`config.mk`:
```
export PLATFORM = sky130hd
export DESIGN_NAME = q2_sequencer_flat
export DESIGN_NICKNAME = d
export VERILOG_FILES = /design/src/rtl/q2_sequencer_if.sv /design/src/rtl/q2_sequencer.sv /design/src/flat_wrapper.sv
export SDC_FILE = /design/constraint.sdc
export NUM_CORES = 1
export LEC_CHECK = 0
export BUFFER_PORTS_ARGS = -buffer_cell sky130_fd_sc_hd__buf_2
export CAP_MARGIN = 20
export CORE_MARGIN = 2
export CORE_UTILIZATION = 30
export CTS_CLUSTER_DIAMETER = 30
export DETAILED_ROUTE_END_ITERATION = 7
export GPL_TIMING_DRIVEN = 0
export SETUP_SLACK_MARGIN = 0.1
export SLEW_MARGIN = 30
export SYNTH_ARGS = -nofsm -noshare
export SYNTH_HDL_FRONTEND = slang
export SYNTH_SLANG_ARGS = --single-unit
```
`constraint.sdc`:
```
create_clock -name incp_clk -period 4.65 [get_ports incp_clk]
set_clock_uncertainty 0.1 [all_clocks]
set_input_delay 0.93 -clock incp_clk [delete_from_list [all_inputs] [get_ports incp_clk]]
set_output_delay 0.93 -clock incp_clk [all_outputs]
set_load 0.02 [all_outputs]
```
`src/rtl/q2_sequencer_if.sv`:
```
// Control and status bundle between the Q2 sequencer and the slice array/memory.
interface q2_sequencer_if #(
  parameter int unsigned WIDTH = 12
);
  logic [WIDTH-1:0] dbus_in;
  logic             a_zero;
  logic             run;
  logic             dep_req;
  logic             mem_rd;
  logic             mem_wr;
  logic             wra;
  logic             rda;
  logic             wrp;
  logic             rdp;
  logic             wrx;
  logic             rdx;
  logic             wrs;
  logic             xin_zero;
  logic             xin_shift;
  logic             xin_p;
  logic             xin_dbus;
  logic             incp;
  logic             dep;
  logic [1:0]       alu_op;
  logic             halted;

  modport master (
    input  dbus_in, a_zero, run, dep_req,
    output mem_rd, mem_wr, wra, rda, wrp, rdp, wrx, rdx, wrs,
           xin_zero, xin_shift, xin_p, xin_dbus, incp, dep, alu_op, halted
  );

  modport slave (
    output dbus_in, a_zero, run, dep_req,
    input  mem_rd, mem_wr, wra, rda, wrp, rdp, wrx, rdx, wrs,
           xin_zero, xin_shift, xin_p, xin_dbus, incp, dep, alu_op, halted
  );
endinterface

```
`src/rtl/q2_sequencer.sv`:
```
// Q2 control sequencer: fetch/operand/execute/deposit state machine driving slice strobes.
// Outputs are decoded from the next state and registered, so they change only on clock edges.
module q2_sequencer #(
  parameter int unsigned WIDTH = 12
) (
  input  logic             incp_clk,
  input  logic             rst,
  q2_sequencer_if.master   bus
);

  localparam int unsigned OP_W = 3;

  typedef enum logic [3:0] {
    S_HALT, S_F0, S_F1, S_F2, S_O0, S_O1, S_O2,
    S_E0, S_E1, S_E2, S_D0, S_D1, S_D2
  } state_e;

  typedef enum logic [OP_W-1:0] {
    OP_LDA = 3'd0, OP_STA = 3'd1, OP_ADD = 3'd2, OP_NOR = 3'd3,
    OP_JMP = 3'd4, OP_JZ  = 3'd5, OP_SHR = 3'd6, OP_HLT = 3'd7
  } op_e;

  typedef struct packed {
    logic       mem_rd;
    logic       mem_wr;
    logic       wra;
    logic       rda;
    logic       wrp;
    logic       rdp;
    logic       wrx;
    logic       rdx;
    logic       wrs;
    logic       xin_zero;
    logic       xin_shift;
    logic       xin_p;
    logic       xin_dbus;
    logic       incp;
    logic       dep;
    logic [1:0] alu_op;
    logic       halted;
  } ctl_t;

  localparam ctl_t CTL_RESET = '{halted: 1'b1, default: '0};

  state_e           state_q, state_d;
  ctl_t             ctl_q, ctl_d;
  logic [WIDTH-1:0] ir_q, ir_d;
  op_e              op;
  logic [1:0]       alu_sel;
  logic             unused_ir_c;

  assign op          = op_e'(ir_q[WIDTH-1 -: OP_W]);
  assign unused_ir_c = ^ir_q[WIDTH-OP_W-1:0];

  always_comb begin
    case (op)
      OP_LDA:  alu_sel = 2'b00;
      OP_ADD:  alu_sel = 2'b01;
      OP_NOR:  alu_sel = 2'b10;
      default: alu_sel = 2'b11;
    endcase
  end

  // State, instruction and decoded-output registers
  always_ff @(posedge incp_clk or posedge rst) begin
    if (rst) begin
      state_q <= S_HALT;
      ctl_q   <= CTL_RESET;
      ir_q    <= '0;
    end else begin
      state_q <= state_d;
      ctl_q   <= ctl_d;
      ir_q    <= ir_d;
    end
  end

  // Next state, then the outputs belonging to that next state
  always_comb begin
    state_d = state_q;
    ctl_d   = '0;
    ir_d    = ir_q;

    case (state_q)
      S_HALT: begin
        if (bus.run)          state_d = S_F0;
        else if (bus.dep_req) state_d = S_D0;
      end
      S_F0: state_d = S_F1;
      S_F1: begin
        state_d = S_F2;
        ir_d    = bus.dbus_in;
      end
      S_F2: begin
        case (op)
          OP_HLT:  state_d = S_HALT;
          OP_SHR:  state_d = S_E0;
          default: state_d = S_O0;
        endcase
      end
      S_O0: state_d = S_O1;
      S_O1: state_d = S_O2;
      S_O2: state_d = S_E0;
      S_E0: state_d = (op == OP_JMP || op == OP_JZ) ? S_F0 : S_E1;
      S_E1: state_d = (op == OP_STA) ? S_E2 : S_F0;
      S_E2: state_d = S_F0;
      S_D0: state_d = S_D1;
      S_D1: state_d = S_D2;
      S_D2: state_d = S_HALT;
      default: state_d = S_HALT;
    endcase

    case (state_d)
      S_HALT: ctl_d.halted = 1'b1;
      S_F0, S_F1, S_O0: begin
        ctl_d.rdp    = 1'b1;
        ctl_d.mem_rd = 1'b1;
      end
      S_O1: begin
        ctl_d.rdp      = 1'b1;
        ctl_d.mem_rd   = 1'b1;
        ctl_d.wrx      = 1'b1;
        ctl_d.xin_dbus = 1'b1;
      end
      S_F2, S_O2, S_D2: ctl_d.incp = 1'b1;
      S_E0: begin
        case (op)
          OP_STA: begin
            ctl_d.rdx = 1'b1;
            ctl_d.rda = 1'b1;
          end
          OP_JMP: ctl_d.wrp = 1'b1;
          // a_zero is sampled on the O2->E0 edge, the only way into E0 for JZ
          OP_JZ:  ctl_d.wrp = bus.a_zero;
          OP_SHR: ctl_d.alu_op = 2'b11;
          default: begin
            ctl_d.rdx    = 1'b1;
            ctl_d.mem_rd = 1'b1;
            ctl_d.alu_op = alu_sel;
          end
        endcase
      end
      S_E1: begin
        case (op)
          OP_STA: begin
            ctl_d.rdx    = 1'b1;
            ctl_d.rda    = 1'b1;
            ctl_d.mem_wr = 1'b1;
          end
          OP_SHR: begin
            ctl_d.alu_op = 2'b11;
            ctl_d.wra    = 1'b1;
            ctl_d.wrs    = 1'b1;
          end
          default: begin
            ctl_d.rdx    = 1'b1;
            ctl_d.mem_rd = 1'b1;
            ctl_d.alu_op = alu_sel;
            ctl_d.wra    = 1'b1;
            ctl_d.wrs    = (op == OP_ADD);
          end
        endcase
      end
      S_E2: begin
        ctl_d.rdx = 1'b1;
        ctl_d.rda = 1'b1;
      end
      S_D0: begin
        ctl_d.rdp = 1'b1;
        ctl_d.dep = 1'b1;
      end
      S_D1: begin
        ctl_d.rdp    = 1'b1;
        ctl_d.dep    = 1'b1;
        ctl_d.mem_wr = 1'b1;
      end
      default: ctl_d = '0;
    endcase
  end

  assign bus.mem_rd    = ctl_q.mem_rd;
  assign bus.mem_wr    = ctl_q.mem_wr;
  assign bus.wra       = ctl_q.wra;
  assign bus.rda       = ctl_q.rda;
  assign bus.wrp       = ctl_q.wrp;
  assign bus.rdp       = ctl_q.rdp;
  assign bus.wrx       = ctl_q.wrx;
  assign bus.rdx       = ctl_q.rdx;
  assign bus.wrs       = ctl_q.wrs;
  assign bus.xin_zero  = ctl_q.xin_zero;
  assign bus.xin_shift = ctl_q.xin_shift;
  assign bus.xin_p     = ctl_q.xin_p;
  assign bus.xin_dbus  = ctl_q.xin_dbus;
  assign bus.incp      = ctl_q.incp;
  assign bus.dep       = ctl_q.dep;
  assign bus.alu_op    = ctl_q.alu_op;
  assign bus.halted    = ctl_q.halted;

endmodule

```
`src/flat_wrapper.sv`:
```
// flat-port wrapper written by rule: the top's interface ports become plain ports
module q2_sequencer_flat 
#(
  parameter int unsigned WIDTH = 12
)
  (incp_clk, rst, bus_dbus_in, bus_a_zero, bus_run, bus_dep_req, bus_mem_rd, bus_mem_wr, bus_wra, bus_rda, bus_wrp, bus_rdp, bus_wrx, bus_rdx, bus_wrs, bus_xin_zero, bus_xin_shift, bus_xin_p, bus_xin_dbus, bus_incp, bus_dep, bus_alu_op, bus_halted);
  q2_sequencer_if #(.WIDTH(WIDTH)) bus_i ();
  input  logic incp_clk;
  input  logic rst;
  input wire logic [$bits(bus_i.dbus_in)-1:0] bus_dbus_in;
  input wire logic [$bits(bus_i.a_zero)-1:0] bus_a_zero;
  input wire logic [$bits(bus_i.run)-1:0] bus_run;
  input wire logic [$bits(bus_i.dep_req)-1:0] bus_dep_req;
  output wire logic [$bits(bus_i.mem_rd)-1:0] bus_mem_rd;
  output wire logic [$bits(bus_i.mem_wr)-1:0] bus_mem_wr;
  output wire logic [$bits(bus_i.wra)-1:0] bus_wra;
  output wire logic [$bits(bus_i.rda)-1:0] bus_rda;
  output wire logic [$bits(bus_i.wrp)-1:0] bus_wrp;
  output wire logic [$bits(bus_i.rdp)-1:0] bus_rdp;
  output wire logic [$bits(bus_i.wrx)-1:0] bus_wrx;
  output wire logic [$bits(bus_i.rdx)-1:0] bus_rdx;
  output wire logic [$bits(bus_i.wrs)-1:0] bus_wrs;
  output wire logic [$bits(bus_i.xin_zero)-1:0] bus_xin_zero;
  output wire logic [$bits(bus_i.xin_shift)-1:0] bus_xin_shift;
  output wire logic [$bits(bus_i.xin_p)-1:0] bus_xin_p;
  output wire logic [$bits(bus_i.xin_dbus)-1:0] bus_xin_dbus;
  output wire logic [$bits(bus_i.incp)-1:0] bus_incp;
  output wire logic [$bits(bus_i.dep)-1:0] bus_dep;
  output wire logic [$bits(bus_i.alu_op)-1:0] bus_alu_op;
  output wire logic [$bits(bus_i.halted)-1:0] bus_halted;
  assign bus_i.dbus_in = bus_dbus_in;
  assign bus_i.a_zero = bus_a_zero;
  assign bus_i.run = bus_run;
  assign bus_i.dep_req = bus_dep_req;
  assign bus_mem_rd = bus_i.mem_rd;
  assign bus_mem_wr = bus_i.mem_wr;
  assign bus_wra = bus_i.wra;
  assign bus_rda = bus_i.rda;
  assign bus_wrp = bus_i.wrp;
  assign bus_rdp = bus_i.rdp;
  assign bus_wrx = bus_i.wrx;
  assign bus_rdx = bus_i.rdx;
  assign bus_wrs = bus_i.wrs;
  assign bus_xin_zero = bus_i.xin_zero;
  assign bus_xin_shift = bus_i.xin_shift;
  assign bus_xin_p = bus_i.xin_p;
  assign bus_xin_dbus = bus_i.xin_dbus;
  assign bus_incp = bus_i.incp;
  assign bus_dep = bus_i.dep;
  assign bus_alu_op = bus_i.alu_op;
  assign bus_halted = bus_i.halted;
  q2_sequencer #(.WIDTH(WIDTH)) u_core (.incp_clk(incp_clk), .rst(rst), .bus(bus_i));
endmodule
```
# == Yosys cells after proc, flatten, opt, wreduce, memory -nomap -nowiden ==
# Index checks and enable logic that the tools add are counted.
# op_classes
n_addsub,0
n_mul,0
n_div,0
order_cmp,0
n_eq_ne,30
n_shift,0
mux,30
bitwise,0
reduce_logical,13
# ops
operator,count
$pmux W4 S12,1
$eq A4 B4 Y1 const B,9
$eq A4 B3 Y1 const B,8
$eq A4 B2 Y1 const B,4
$mux W4,4
$mux W1,14
$eq A3 B3 Y1 const B,4
$pmux W2 S2,3
$reduce_or A3 Y1,3
$eq A4 B1 Y1 const B,2
$logic_not A4 Y1,2
$pmux W1 S2,4
$reduce_or A4 Y1,2
$eq A3 B2 Y1 const B,2
$pmux W1 S3,2
$pmux W2 S3,1
$pmux W3 S2,1
$reduce_or A2 Y1,3
$reduce_or A6 Y1,1
$eq A3 B1 Y1 const B,1
$logic_not A3 Y1,1
$logic_or A1 B1 Y1,1
# totals
register_bits,30
latchBits,0
mem_bits_rw,0
romBits,0
out_inout_bits,18
elab_cells,88
n_memories,0

# == Depth between registers and ports, before layout ==
# logic_depth
ltp_word,7
mapped_depth,7

# == Worst setup path before layout ==
# OpenSTA, ideal clock, no wires.
# synth_path
path_kind,in2reg
start,input bus_run
end,register u_core.ctl_q (netlist bit u_core.bus.mem_rd)
setup_ns,0.124
t_arrival_ns,1.994
slack_ns,2.432
stages,6
path_cell_list,nor3b_1 -> o22ai_1 -> o22a_2 -> inv_2 -> o311ai_1 -> a211o_1
# synth_lines
element,line,rtl
start: declaration,flat_wrapper.sv:12,input wire logic [$bits(bus_i.run)-1:0] bus_run;
end signal: assignment,q2_sequencer.sv:72,ctl_q <= ctl_d;
end: declaration,q2_sequencer.sv:46,"ctl_t ctl_q, ctl_d;"

==> impl_metrics.py <==
metrics = {
    "cells_and_area": {
        "mostFrequentLayoutCells": "buf_2 (24), dfrtp_1 (20), nor2_1 (11)",
        "syn_to_final_growth_pct": 19.73,
        "n_antenna_cell": 0,
        "layout_commonest_cell": "buf_2",
        "fin_util_pct": 37.19,
        "drive_above_1_share_pct": 32.41,
        "fin_nets": 163,
    },
    "worst_hold_path": {
        "hold_class": "reg -> reg",
    },
    "grt": {
        "antenna_found_initial": 0,
        "grt_pass1_vias": 895,
        "overflow": 0,
        "grt_pass1_wl_mm": 4.077,
        "grt_start_max_net_pins": 22,
        "track_usage_pct": 12.60,
    },
    "sta": {
        "worstMarginPinSlew_ns": 0.7526,
        "setup_tns_ns": 0,
        "slew_headroom_pct": 49.77,
        "period_share_pct": 47.97,
        "period_minus_slack_ns": 2.231,
        "max_freq_mhz": 448.3,
        "hold_violations": 0,
        "setup-violations-final": 0,
        "rsz0062_at_grt": "no",
        "drv_slew": 0,
    },
    "yosys": {
        "synth_cell_types": 49,
        "ys_seq_elements": 21,
        "synthCells": 117,
        "synth_top_area_share_pct": 44.35,
        "synth_ff_type": "dfrtp_1",
        "syn_area_per_cell_um2": 9.646,
        "synth.area.top_cells": "dfrtp_1 (44%), nor2_1 (3.7%), buf_4 (3.3%)",
        "ys.warnings.count": 0,
        "async_flop_share_pct": 100.0,
        "syn-cell-area_mm2": 0.001129,
        "synth_edf_count": 0,
        "synth_top_cell_by_area": "dfrtp_1",
        "synth_seq_area_share_pct": 46.67,
    },
    "floorplanning": {
        "die_x_um": 65.34,
        "core_mm2": 0.003633,
        "dieArea_mm2": 0.004269,
        "die_h_um": 65.34,
        "initial_core_util_pct": 31.06,
        "rows": 22,
        "num_io_pins": 35,
    },
    "place": {
        "place_hpwl_mm": 1.832,
        "gp_congestion": 0.8252,
        "port_buffers": 22,
    },
    "setup_path": {
        "worstSetupPathType": "in -> reg",
        "cp-start-kind": "primary input",
        "endpoint_kind": "flip-flop",
        "required_ns": 4.69,
        "arrival_ns": 2.27,
        "crit_chain": "buf_2 > nor3b_1 > o22ai_1 > o22a_2 > inv_2 > o311ai_1 > a211o_1",
        "max_stage_delay_ns": 0.31,
        "worstPathMaxFanout": 8,
        "critPathSlowestCell": "a211o_1",
    },
    "clock_network": {
        "cts_tree": "done",
        "cts_setup_buffers": 0,
        "cts_root_buffer": "clkbuf_8",
        "cts_resized": 0,
        "cts.sinks": 21,
        "clock_latency_ns": 0.25,
        "h-tree-depth": 1,
        "cts_made_buffers": 3,
        "clk_path_buf_depth": 2,
        "clk_pin_slew_worst_paths_ns": 0.07,
        "hold_buffers": 0,
    },
    "pwr": {
        "power_density_mw_per_mm2": 745.6,
        "vdd_drop_max_mv": 0.2154,
        "power.leakage_nw": 0.6495,
    },
    "routing": {
        "wl_per_cell_um": 12.24,
        "drtIter0Drc": 46,
        "wirelength_mm": 2.363,
        "dr.pass1.iters": 4,
        "num_vias": 959,
        "vias_per_cell": 4.969,
        "drtAntennaViolNets": 0,
        "route.detailed.drc": 0,
    },
    "outcome": {
        "status": "finished clean",
    },
    "run": {
        "maxCapViolations": 0,
    },
}
## metal layers
metal	vias up	track usage [%]	wire length [µm]
li1	463	-	-
met1	460	15.20	986
met2	32	21.56	1163
met3	4	2.226	159
met4	0	6.250	54
met5	-	0	0
## sequential cells by signal, summed over array words and instances, names as in the netlist
signal and cells:
u_core.bus.rda 1, u_core.bus.rdx 1, u_core.bus.mem_rd 1, u_core.bus.rdp 1, u_core.state_q 4, u_core.bus.wrs 1
u_core.bus.dep 1, u_core.bus.wra 1, u_core.ir_q 3, u_core.bus.mem_wr 1, u_core.bus.wrx 1, u_core.bus.halted 1
u_core.bus.wrp 1, u_core.bus.alu_op 2, u_core.bus.incp 1
## final cells by class
class	count	area, µm²
sequential	21	526.8
multi-input combinational	83	521.8
fill	378	2282
buffer	8	58.81
inverter	7	28.78
tap	48	60.06
clock buffer	4	45.04
timing repair buffer	22	110.1
## logic make-up after synthesis
kind of cell	count (synthesis)	synth area share (%)
and+or+nand+nor	51	26.17
buffers and inverters	15	7.761
AOI/OAI and AO/OA	29	19.07
other	1	0.3323
DFF	21	46.67
## power breakdown
part	total (mW)	internal (mW)	switching, mW	leakage (nW)
logic	0.592	0.226	0.366	0.356
registers	0.301	0.250	0.0506	0.271
clock network	0.115	0.0609	0.0544	0.0228
## final timing paths
check	end	slack, ns	depth (start not counted)	from
hold reg to reg	u_core.bus.wrx	0.48	2	u_core.state_q[0]
min in group asynchronous	u_core.bus.rda	0.70	2	rst
max in group asynchronous	u_core.state_q[1]	3.28	2	rst
setup / recovery	u_core.bus.mem_rd	2.42	7	bus_run
setup reg to reg	u_core.bus.rda	2.75	6	u_core.state_q[1]
hold / removal	u_core.bus.wrx	0.48	2	u_core.state_q[0]
## synthesized netlist by cell type, drive strengths merged, types with 2 or more instances
cell / instances
a211oi: 3
a21oi: 4
a22oi: 2
a31oi: 2
buf: 8
dfrtp: 20
inv: 7
nand2: 10
nand2b: 6
nand3: 2
nor2: 11
nor2b: 5
nor3: 4
nor4: 2
o21ai: 6
or2: 2
## stage by stage
step / hold slack (ns) / setup slack [ns] / cell area [µm²] / instances / power [mW]
after global routing: 0.5304 / 2.329 / 1351 / 193 / 1.092
after detailed placement: 0.4780 / 2.152 / 1306 / 189 / 0.8908
final: 0.4826 / 2.420 / 1351 / 193 / 1.007
after CTS: 0.4889 / 2.419 / 1351 / 193 / 1.009
after global placement: 0.4645 / 2.167 / 1306 / 189 / 0.8808
after floorplan: 0.4067 / 2.432 / 1136 / 119 / 0.7534
## worst max-delay path, delay by kind of cell
family                 cells  cell delay [ns]
AOI/OAI and AO/OA          4             0.84
and+or+nand+nor            1             0.26
buffers and inverters      2             0.25
Note: power is estimated with default switching activity, not from simulation.
